**src/rtl/regfile_wb_arb_pkg.sv**
```systemverilog
// Shared write-back request type, default widths and the x0 index for the
// register-file write-port arbiter.
package regfile_wb_arb_pkg;

  localparam int WB_DATA_WIDTH = 64;
  localparam int WB_RD_WIDTH   = 5;

  localparam logic [WB_RD_WIDTH-1:0] REG_X0 = '0;

  typedef struct packed {
    logic [WB_RD_WIDTH-1:0]   rd;
    logic [WB_DATA_WIDTH-1:0] data;
  } wb_req_t;

endpackage

```
**src/rtl/regfile_wb_arb_wb_fifo2.sv**
```systemverilog
// Two-entry holding FIFO for write-back requests; head visible the cycle after push.
// full_o comes from registered occupancy only, so a push is refused when full even if popping.
module wb_fifo2
  import regfile_wb_arb_pkg::*;
#(
  parameter type T = wb_req_t
) (
  input  logic       clk,
  input  logic       rst_n,
  input  logic       push_i,
  input  T           push_dat_i,
  input  logic       pop_i,
  output T           head_o,
  output logic       full_o,
  output logic [1:0] occ_o
);

  T           mem_q [2];
  logic       wr_ptr_q;
  logic       rd_ptr_q;
  logic [1:0] occ_q;
  logic       do_push;
  logic       do_pop;

  assign full_o  = (occ_q == 2'd2);
  assign occ_o   = occ_q;
  assign head_o  = mem_q[rd_ptr_q];
  assign do_push = push_i && !full_o;
  assign do_pop  = pop_i && (occ_q != 2'd0);

  always_ff @(posedge clk or negedge rst_n) begin
    if (!rst_n) begin
      mem_q[0] <= '0;
      mem_q[1] <= '0;
      wr_ptr_q <= 1'b0;
      rd_ptr_q <= 1'b0;
      occ_q    <= 2'd0;
    end else begin
      if (do_push) begin
        mem_q[wr_ptr_q] <= push_dat_i;
        wr_ptr_q        <= ~wr_ptr_q;
      end
      if (do_pop) begin
        rd_ptr_q <= ~rd_ptr_q;
      end
      case ({do_push, do_pop})
        2'b10:   occ_q <= occ_q + 2'd1;
        2'b01:   occ_q <= occ_q - 2'd1;
        default: occ_q <= occ_q;
      endcase
    end
  end

endmodule

```
**src/rtl/regfile_wb_arb.sv**
```systemverilog
// Register-file write-port arbiter (ALU vs buffered MDU); ALU lands 1 cycle, MDU 2+ cycles later.
// Stalls ALU only on a forced MDU grant; MDU stalls when its FIFO is full. REGFILE_WB_ARB_STARVE_EN enables the starvation bound.
module regfile_wb_arb
  import regfile_wb_arb_pkg::*;
#(
  parameter int DATA_WIDTH   = WB_DATA_WIDTH,
  parameter int RD_WIDTH     = WB_RD_WIDTH,
  parameter int STARVE_LIMIT = 4
) (
  input  logic                  clk,
  input  logic                  rst_n,
  input  logic                  alu_wb_valid,
  output logic                  alu_wb_ready,
  input  logic [RD_WIDTH-1:0]   alu_wb_rd,
  input  logic [DATA_WIDTH-1:0] alu_wb_data,
  input  logic                  mdu_wb_valid,
  output logic                  mdu_wb_ready,
  input  logic [RD_WIDTH-1:0]   mdu_wb_rd,
  input  logic [DATA_WIDTH-1:0] mdu_wb_data,
  output logic                  rf_we,
  output logic [RD_WIDTH-1:0]   rf_waddr,
  output logic [DATA_WIDTH-1:0] rf_wdata,
  output logic [1:0]            mdu_pending
);

  typedef struct packed {
    logic [RD_WIDTH-1:0]   rd;
    logic [DATA_WIDTH-1:0] data;
  } req_t;

  req_t                  mdu_req;
  req_t                  head;
  req_t                  win;
  logic                  fifo_full;
  logic [1:0]            occ;
  logic                  h_valid;
  logic                  starve_hit;
  logic                  grant_mdu;
  logic                  grant_alu;
  logic                  rf_we_q,    rf_we_d;
  logic [RD_WIDTH-1:0]   rf_waddr_q, rf_waddr_d;
  logic [DATA_WIDTH-1:0] rf_wdata_q, rf_wdata_d;

  assign mdu_req      = '{rd: mdu_wb_rd, data: mdu_wb_data};
  assign mdu_wb_ready = !fifo_full;
  assign mdu_pending  = occ;
  assign h_valid      = (occ != 2'd0);

  wb_fifo2 #(
    .T (req_t)
  ) u_fifo (
    .clk        (clk),
    .rst_n      (rst_n),
    .push_i     (mdu_wb_valid),
    .push_dat_i (mdu_req),
    .pop_i      (grant_mdu),
    .head_o     (head),
    .full_o     (fifo_full),
    .occ_o      (occ)
  );

`ifdef REGFILE_WB_ARB_STARVE_EN
  logic [2:0] starve_cnt_q, starve_cnt_d;

  assign starve_hit = h_valid && (int'(starve_cnt_q) >= STARVE_LIMIT);

  // Counts ALU wins only while an MDU result is waiting; saturates at 7.
  always_comb begin
    starve_cnt_d = starve_cnt_q;
    if (grant_mdu || !h_valid) begin
      starve_cnt_d = 3'd0;
    end else if (grant_alu && (starve_cnt_q != 3'd7)) begin
      starve_cnt_d = starve_cnt_q + 3'd1;
    end
  end

  always_ff @(posedge clk or negedge rst_n) begin
    if (!rst_n) begin
      starve_cnt_q <= 3'd0;
    end else begin
      starve_cnt_q <= starve_cnt_d;
    end
  end
`else
  localparam int unused_starve_limit = STARVE_LIMIT;

  assign starve_hit = 1'b0;
`endif

  assign alu_wb_ready = !starve_hit;
  assign grant_alu    = alu_wb_valid && alu_wb_ready;
  assign grant_mdu    = h_valid && (!alu_wb_valid || starve_hit);

  // x0 writes still win the slot and update addr/data, but never raise rf_we.
  always_comb begin
    rf_we_d    = 1'b0;
    rf_waddr_d = rf_waddr_q;
    rf_wdata_d = rf_wdata_q;
    win        = '{rd: alu_wb_rd, data: alu_wb_data};
    if (grant_mdu) begin
      win = head;
    end
    if (grant_mdu || grant_alu) begin
      rf_we_d    = (win.rd != RD_WIDTH'(REG_X0));
      rf_waddr_d = win.rd;
      rf_wdata_d = win.data;
    end
  end

  always_ff @(posedge clk or negedge rst_n) begin
    if (!rst_n) begin
      rf_we_q    <= 1'b0;
      rf_waddr_q <= '0;
      rf_wdata_q <= '0;
    end else begin
      rf_we_q    <= rf_we_d;
      rf_waddr_q <= rf_waddr_d;
      rf_wdata_q <= rf_wdata_d;
    end
  end

  assign rf_we    = rf_we_q;
  assign rf_waddr = rf_waddr_q;
  assign rf_wdata = rf_wdata_q;

endmodule

```
**config.mk**
```make
export PLATFORM = sky130hd
export DESIGN_NAME = regfile_wb_arb
export DESIGN_NICKNAME = d
export VERILOG_FILES = /design/src/rtl/regfile_wb_arb_pkg.sv /design/src/rtl/regfile_wb_arb_wb_fifo2.sv /design/src/rtl/regfile_wb_arb.sv
export SDC_FILE = /design/constraint.sdc
export NUM_CORES = 1
export LEC_CHECK = 0
export ABC_CLOCK_PERIOD_IN_PS = 3400
export CAP_MARGIN = 20
export CORE_ASPECT_RATIO = 1.25
export CORE_MARGIN = 4
export CORE_UTILIZATION = 40
export DETAILED_ROUTE_END_ITERATION = 7
export HOLD_SLACK_MARGIN = 0.12
export PLACE_DENSITY = 0.65
export SLEW_MARGIN = 0
export SYNTH_ARGS = -nofsm -noshare
export SYNTH_HDL_FRONTEND = slang
export SYNTH_SLANG_ARGS = --single-unit
```
**constraint.sdc**
```tcl
create_clock -name clk -period 3.4 [get_ports clk]
set_clock_uncertainty 0.2 [all_clocks]
set_input_delay 0.68 -clock clk [delete_from_list [all_inputs] [get_ports clk]]
set_output_delay 0.68 -clock clk [all_outputs]
set_load 0.01 [all_outputs]
```
==> impl_metrics.ini <==
[status]
status = finished, final reports clean

[floorplan]
io-pin-count = 216
die_w_um = 144
die_h_um = 178
die-area_um2 = 25700
initial_core_util_pct = 40.5
core_area_um2 = 23000
rows = 62

[finish]
drive_gt1_share_pct = 20.6
nNetsFinal = 1107
synthToLayoutAreaGrowth_pct = 34.7
n_antenna_cell = 0
fin_util_pct = 54.5

[global_route]
gr-total-overflow = 0
antenna_found_initial = 3
grtUsageTotal_pct = 16.6
grt_max_degree = 97
grt_pass1_vias = 6821
grt_pass1_wl_mm = 34.7

[routing]
detail-route-antenna-nets = 0
drt_pass1_iterations = 4
drc = 0
dr.first_iter.drc_count = 239
wire_per_inst_um = 16.9
drt_wl_total_mm = 21.4
vias = 6347
vias_per_cell = 5.01

[setup_path]
rr_endpoint = rf_wdata[63]
path_class = reg -> out
cp-endpoint = mdu_wb_ready
r2r_cells = 5
arrival_ps = 1830
end_kind = output port
crit_start = u_fifo.occ_o[0]
r2r_slack_ps = 1250
cp_max_fo = 7
r2r-start = u_fifo.occ_o[0]
cp-start-kind = register
crit_required_ps = 2520

[logic_synthesis]
netlist_area_um2 = 9290
synth_edf_count = 0
synth.net_count = 906
yosysUniqueCellTypes = 25
synth-seq-cells = 212
yosysWarnings = 0
avgSynthCellArea_um2 = 12.2
ys_seq_area_share_pct = 57.1
async_reset_ff_share_pct = 100
synth_top_flop_cell = dfrtp_1
syn-instance-count = 763

[clock_tree]
cts_max_level = 1
cts_buffers = 23
ctsResizeCount = 0
clk_pin_slew_ps = 60
clk_latency_ps = 500
cts_tree = yes
root_buffer = clkbuf_16
clk_path_buf_depth = 3
cts_sinks = 212

[sta]
finalSetupViolCount = 0
slew_viol_final = 0
tightest_slew_ps = 892
period_minus_slack_ps = 2710
fin_crit_sh_pct = 79.7
hold_violations = 0
rsz0062_at_grt = false
slew_headroom_pct = 40.1
fmax_ghz = 0.369
fin_tns_setup_ps = 0

[power_and_ir_drop]
vdd_drop_max_uv = 445
powerDensity_nw_per_um2 = 936
cellLeakagePower_uw = 0.00544

[placement]
gp_congestion = 0.700
port_buffers = 214
dp_hpwl_mm = 14.5

[run]
maxCapViolations = 0

[worst_hold_path]
hold_depth = 2
hold_class = reg -> reg
[critical path, stage by stage, from the launching register on]
cell and delay, ps:
dfrtp_1 510, nand2b_4 230, clkdlybuf4s50_1 590
[through the flow]
stage	std cells	setup slack, ps	total power [µW]	area, µm²	hold WS (ps)
2_1_floorplan	763	1580	7520	9290	184
3_3_place_gp	1226	793	9080	11700	265
3_5_place_dp	1226	752	9200	11700	272
4_1_cts	1268	639	11900	12500	286
5_1_grt	1268	618	12600	12500	317
6_report	1268	691	11700	12500	279
[cell usage after synthesis, types with 2 or more instances]
cell type	count	area [µm²]
xnor2_1	3	26.3
a21oi_1	64	320
buf_4	12	90.1
mux2_2	121	1360
buf_2	23	115
dfrtp_1	212	5310
nor2_1	66	248
nand2_1	71	267
xor2_1	2	17.5
buf_6	3	33.8
o21ai_0	71	355
clkbuf_1	15	56.3
mux2i_1	69	691
mux2_4	20	300
[cell usage in the layout (no fill, tap or decap), types with 4 or more instances in the layout]
cell             instances
clkbuf_1                 4
mux2_2                 121
buf_4                   10
clkbuf_16               23
buf_12                   6
o21ai_0                 71
clkdlybuf4s50_1        212
mux2i_1                 69
nor2_1                  65
a21oi_1                 64
dfrtp_1                211
nand2_1                 71
clkbuf_8                 7
mux2_4                  20
[worst min path at each step]
stage / from / endpoint / slack [ps]
after floorplan: rst_n / rf_waddr[0] / 180
after global placement: rf_waddr[3] / rf_waddr[3] / 260
after detailed placement: rf_waddr[1] / rf_waddr[1] / 270
after CTS: rf_waddr[1] / rf_waddr[1] / 290
after global routing: rf_waddr[3] / rf_waddr[3] / 320
final: rf_waddr[3] / rf_waddr[3] / 280
[cell families after synthesis]
kind of cell	share of synthesized area (%)
and+or+nand+nor	6.15
AOI/OAI and AO/OA	7.45
xor gates and xnor gates	0.471
adders and majority gates	0.135
other	0.0404
muxes	25.3
buffers and inverters	3.34
DFF	57.1
[registers in the layout (all words and copies together) (netlist names)]
signal	count
rf_waddr	5
rf_wdata	64
rf_we	1
u_fifo.mem_q	138
u_fifo.occ_o	2
u_fifo.rd_ptr_q	1
u_fifo.wr_ptr_q	1
[repair_timing]
action                    in CTS  in global routing
hold endpoints to repair      90                  0
hold buffers                   1                  0
buffers inserted               0                  0
[metal layers]
layer  routed length (µm)  GRT usage (%)  up-vias
li1                     -              -     3038
met1                 8830           20.7     3127
met2                10800           28.8      152
met3                 1450           4.75       24
met4                  213           3.19        6
met5                   42              0        -
[area by class of cell]
| class | instances | area, µm² |
|---|---|---|
| clock inverter | 7 | 123 |
| timing repair buffer | 230 | 2340 |
| tap | 288 | 360 |
| clock buffer | 34 | 687 |
| fill | 2064 | 10400 |
| multi-input combinational | 497 | 3690 |
| sequential | 212 | 5310 |
[report_power, final]
| group | internal [µW] | switching, µW |
|---|---|---|
| clock network | 1630 | 1000 |
| logic | 2620 | 1990 |
| registers | 3740 | 727 |
| total | 7990 | 3720 |
No activity file was read; power rests on OpenSTA's default activity.
